## config.mk

```make
export PLATFORM = sky130hd
export DESIGN_NAME = instr_encode_loader
export DESIGN_NICKNAME = d
export VERILOG_FILES = /design/src/rtl/instr_encode_loader.sv
export SDC_FILE = /design/constraint.sdc
export NUM_CORES = 1
export LEC_CHECK = 0
export CORE_ASPECT_RATIO = 1.5
export CORE_MARGIN = 1
export CORE_UTILIZATION = 42
export CTS_CLUSTER_DIAMETER = 40
export CTS_CLUSTER_SIZE = 24
export DETAILED_ROUTE_END_ITERATION = 12
export PLACE_DENSITY = 0.8
export SLEW_MARGIN = 25
export SYNTH_ARGS = -nofsm -noshare
export SYNTH_HDL_FRONTEND = slang
export SYNTH_SLANG_ARGS = --single-unit
```

## constraint.sdc

```tcl
create_clock -name clk -period 2 [get_ports clk]
set_input_delay 0.4 -clock clk [delete_from_list [all_inputs] [get_ports clk]]
set_output_delay 0.4 -clock clk [all_outputs]
set_load 0.01 [all_outputs]
```

## src/rtl/instr_encode_loader.sv

```systemverilog
// Instruction encoder/loader: packs symbolic requests into 32-bit MIPS-lite
// words and streams them into instruction memory. Each word can optionally be
// read back and compared.
module instr_encode_loader #(
  parameter int ADDR_W    = 8,
  parameter int BASE_ADDR = 0,
  parameter int VERIFY    = 1
) (
  input  logic              clk,
  input  logic              reset,
  input  logic              clr,
  input  logic              req_valid,
  output logic              req_ready,
  input  logic [3:0]        req_op,
  input  logic [4:0]        req_rs,
  input  logic [4:0]        req_rt,
  input  logic [4:0]        req_rd,
  input  logic [4:0]        req_shamt,
  input  logic [25:0]       req_imm,
  output logic              im_we,
  output logic              im_re,
  output logic [ADDR_W-1:0] im_addr,
  output logic [31:0]       im_wdata,
  input  logic [31:0]       im_rdata,
  output logic [ADDR_W:0]   count,
  output logic              full,
  output logic              err_illegal,
  output logic              err_verify
);

  localparam logic [ADDR_W-1:0] BASE    = ADDR_W'(BASE_ADDR);
  localparam logic [ADDR_W:0]   DEPTH_C = (ADDR_W+1)'(1) << ADDR_W;

  typedef struct packed {
    logic [3:0]  op;
    logic [4:0]  rs;
    logic [4:0]  rt;
    logic [4:0]  rd;
    logic [4:0]  shamt;
    logic [25:0] imm;
  } req_t;

  typedef enum logic [1:0] {S_IDLE, S_WRITE, S_READ, S_CHECK} state_t;

  state_t            state_q, state_d;
  req_t              req;
  logic [31:0]       enc_word;
  logic              enc_legal;
  logic              live_q;     // low for the cycle(s) reset is seen, so ready rises the cycle after
  logic              clr_pend_q; // clr seen mid-transaction, applied on return to IDLE
  logic              clr_eff;
  logic              accept;
  logic              advance;
  logic [ADDR_W-1:0] addr_q;
  logic [ADDR_W:0]   count_q;
  logic [31:0]       word_q;
  logic              err_i_q;
  logic              err_v_q;

  assign req     = '{op: req_op, rs: req_rs, rt: req_rt, rd: req_rd,
                     shamt: req_shamt, imm: req_imm};
  assign clr_eff = clr | clr_pend_q;
  assign full    = (count_q == DEPTH_C);

  // Encode the incoming request; SRL forces rs=0 and is the only op carrying shamt.
  always_comb begin
    enc_word  = '0;
    enc_legal = 1'b1;
    case (req.op)
      4'd0:    enc_word = {6'h00, req.rs, req.rt, req.rd, 5'd0, 6'h20};
      4'd1:    enc_word = {6'h00, req.rs, req.rt, req.rd, 5'd0, 6'h22};
      4'd2:    enc_word = {6'h00, req.rs, req.rt, req.rd, 5'd0, 6'h24};
      4'd3:    enc_word = {6'h00, req.rs, req.rt, req.rd, 5'd0, 6'h25};
      4'd4:    enc_word = {6'h00, req.rs, req.rt, req.rd, 5'd0, 6'h2A};
      4'd5:    enc_word = {6'h00, 5'd0, req.rt, req.rd, req.shamt, 6'h02};
      4'd6:    enc_word = {6'h23, req.rs, req.rt, req.imm[15:0]};
      4'd7:    enc_word = {6'h2B, req.rs, req.rt, req.imm[15:0]};
      4'd8:    enc_word = {6'h04, req.rs, req.rt, req.imm[15:0]};
      4'd9:    enc_word = {6'h0D, req.rs, req.rt, req.imm[15:0]};
      4'd10:   enc_word = {6'h1B, req.imm};
      default: enc_legal = 1'b0;
    endcase
  end

  // FSM state register.
  always_ff @(posedge clk) begin
    if (reset) state_q <= S_IDLE;
    else       state_q <= state_d;
  end

  // Next-state and memory strobes; only IDLE accepts work, and a pending clr blocks it.
  always_comb begin
    state_d   = state_q;
    req_ready = 1'b0;
    im_we     = 1'b0;
    im_re     = 1'b0;
    accept    = 1'b0;
    advance   = 1'b0;
    case (state_q)
      S_IDLE: begin
        req_ready = live_q & ~full & ~clr_eff;
        accept    = req_valid & req_ready;
        if (accept && enc_legal) state_d = S_WRITE;
      end
      S_WRITE: begin
        im_we = 1'b1;
        if (VERIFY != 0) state_d = S_READ;
        else begin
          state_d = S_IDLE;
          advance = 1'b1;
        end
      end
      S_READ: begin
        im_re   = 1'b1;
        state_d = S_CHECK;
      end
      S_CHECK: begin
        state_d = S_IDLE;
        advance = 1'b1;
      end
      default: state_d = S_IDLE;
    endcase
  end

  // Datapath: latched word, address/count, sticky errors and deferred clr.
  always_ff @(posedge clk) begin
    if (reset) begin
      live_q     <= 1'b0;
      addr_q     <= BASE;
      count_q    <= '0;
      word_q     <= '0;
      err_i_q    <= 1'b0;
      err_v_q    <= 1'b0;
      clr_pend_q <= 1'b0;
    end else begin
      live_q <= 1'b1;
      if (state_q == S_IDLE) begin
        if (clr_eff) begin
          addr_q     <= BASE;
          count_q    <= '0;
          err_i_q    <= 1'b0;
          err_v_q    <= 1'b0;
          clr_pend_q <= 1'b0;
        end else if (accept) begin
          if (enc_legal) word_q  <= enc_word;
          else           err_i_q <= 1'b1;
        end
      end else if (clr) begin
        clr_pend_q <= 1'b1;
      end
      if (advance) begin
        addr_q  <= addr_q + ADDR_W'(1);
        count_q <= count_q + (ADDR_W+1)'(1);
      end
      if (state_q == S_CHECK && im_rdata != word_q) err_v_q <= 1'b1;
    end
  end

  assign im_addr     = addr_q;
  assign im_wdata    = word_q;
  assign count       = count_q;
  assign err_illegal = err_i_q;
  assign err_verify  = err_v_q;

endmodule

```

==> out/results.ini <==
[yosys]
yosysUniqueCellTypes = 47
synthTopCellsByCount = nor2_1, dfxtp_1, xor2_1, nor3_1, a22oi_1
syn_area_per_cell_um2 = 8.03
synth.cell_area_mm2 = 0.00318
async_flop_share = 0
ys.flop_type = dfxtp_1
synth.most_common_cell = nor2_1
synthTopCellsByArea = dfxtp_1, xor2_1, nor2_1
ys_seq_area_frac = 0.346
yosys_warnings = 0
syn-num-nets = 489
yosysTopAreaCell = dfxtp_1
ys_ff_latch = 55
synth_edf_count = 0
synthCells = 396
synth.top_cell.area_share = 0.346

[grt]
grt_max_degree = 42
track_usage = 0.263
antenna_found_initial = 0
grt_pass1_vias = 3410
grt_pass1_wl_um = 16100
grt.overflow.total = 0

[finish]
fin_nets = 660
final_util = 0.695
seq_area_mm2 = 0.00110
multi_input_area_mm2 = 0.00192
antenna_cells = 0
area_growth_pct = 59.0
drive_above_1_share = 0.121
fillers = 608

[hold_path]
worstHoldPathType = register to register

[timing]
period_share = 0.950
drv_slew = 0
relSlewSlack = 0.615
tightest_slew_ps = 576
fin_crit_ps = 1900
rsz0062_at_grt = false
fmax_mhz = 526
setup-violations-final = 0
hold_viol_final = 0
finalClockSkew_ps = 13.1
finalSetupTns_ps = 0

[critical_path]
crit_chain = nor4_4 -> and4_1 -> dlygate4sd2_1
arrival_ps = 1500
cp_max_fo = 2
start_kind = register
cp_num_buf_inv = 1
worstSetupPathType = register to primary output
crit_family = simple AND/OR/NAND/NOR gates
worstPathRequired_ps = 1600
critPathCaptureType = primary output
slowest_delay_ps = 350
crit_slowest_cell = dfxtp_2

[floorplanning]
die_x_um = 73.0
dieArea_mm2 = 0.00793
core_area_mm2 = 0.00727
ios = 141
initial_utilization = 0.437
die_height_um = 109
rows = 38

[detailed_routing]
avgRoutedWirePerCell_um = 15.2
first_iter_violations = 151
drc = 0
viasPerCell = 5.32
met2_length_um = 5500
drt-pass1-iter-count = 4
drt-met1-wl_um = 3870
met3_length_um = 558
finalWirelength_um = 10200
top_layer_used = met4
dr_total_vias = 3551
ant_nets = 0

[placed_design]
io_buffers = 140
dp_hpwl_um = 8230
gp_congestion = 0.891

[clock_tree]
cts_max_path_buffers = 2
cts_max_level = 2
cts_tree = built
cts_hold_buf = 0
cts_made_buffers = 5
clk_latency_ps = 310
cts_root_buf = clkbuf_8
cts_sinks = 55
clkTransAtPathRegs_ps = 100

[run]
maxCapViolCount = 0

[pwr]
p_leak_uw = 0.00198
vdd_drop_max_mv = 0.335
power_density_mw_per_mm2 = 594

[run_status]
status = finished, final reports clean

placed cells by master, fill, tap and decap left out, types with 2 or more instances in the layout:
cell and count:
a211oi_1 2, xnor2_1 2, a221oi_1 6, clkdlybuf4s50_1 138, nand4_1 8, a311oi_1 5, inv_1 12, nor2b_1 8
nand3_1 9, o22ai_1 10, ha_1 7, nand2_1 16, and3_1 3, a22o_1 5, nor3_1 29, nor2_2 2
clkinvlp_4 3, nor4_1 8, nand2b_1 4, a31oi_1 5, xor2_1 44, and2_1 3, o21ai_0 8, dfxtp_1 53
clkbuf_8 5, and4_1 2, buf_4 48, nor2_1 70, a21oi_1 12, a22oi_1 17, dfxtp_2 2
per-layer routing:
metal / GRT usage / vias to the layer above
li1: - / 1744
met1: 0.288 / 1653
met2: 0.489 / 141
met3: 0.0429 / 13
met4: 0.109 / 0
met5: 0 / -
sequential cells by signal, summed over array words and instances, names as in the netlist:
signal       count
im_wdata        32
count            9
im_addr          8
state_q          2
clr_pend_q       1
err_illegal      1
err_verify       1
live_q           1
through the flow:
| stage | instances | total power (uW) | hold slack, ps | setup slack [ps] | area (um^2) |
|---|---|---|---|---|---|
| 2_1_floorplan | 396 | 1810 | 476 | 275 | 3180 |
| 3_3_place_gp | 659 | 2360 | 457 | -187 | 4930 |
| 3_5_place_dp | 659 | 2380 | 478 | -222 | 4930 |
| 4_1_cts | 668 | 3010 | 493 | 43.0 | 5030 |
| 5_1_grt | 668 | 3160 | 528 | 7.90 | 5050 |
| 6_report | 668 | 3000 | 487 | 99.5 | 5050 |
path summary, 6_finish.rpt:
check	from	slack (ps)	depth (start not counted)	end
min	err_verify	490	2	err_verify
max	count[2]	100	3	full
max reg2reg	state_q[0]	150	6	im_addr[4]
min reg2reg	err_verify	490	2	err_verify
worst reg2reg max path, delay by kind of cell (launching register included):
kind,cells,cell delay [ps]
and+or+nand+nor,3,730
buffers and inverters,1,90
xor gates and xnor gates,1,160
DFF,1,380
adders and majority gates,1,380
power by group:
group	switching, uW	internal [uW]
clock	375	251
sequential	77.3	1170
combinational	542	584
total	995	2010
what timing repair did:
item                                   CTS  global route
setup buffers                            1             0
setup endpoints to repair                2             5
gates resized for setup                  4             5
pin swaps                                1             2
endpoints found under the hold margin    0             0
area by class of cell:
cell class	instances	share of cell area
clock buffers	5	0.0136
clock inverters	3	0.00470
inverters	14	0.0111
multi-input cells	303	0.379
flip-flops and latches	55	0.218
well taps	100	0.0248
repair buffers	188	0.348
logic make-up (layout without fill, tap and decap cells):
family / Yosys count / count (layout) / synth area share
compound gates: 79 / 79 / 0.178
xor+xnor: 46 / 46 / 0.127
fa+ha+maj: 7 / 7 / 0.0276
buf+inv: 38 / 210 / 0.0575
flops: 55 / 55 / 0.346
mux: 1 / 1 / 0.00315
simple gates: 170 / 170 / 0.261
Power figures use the tool's default switching activity.
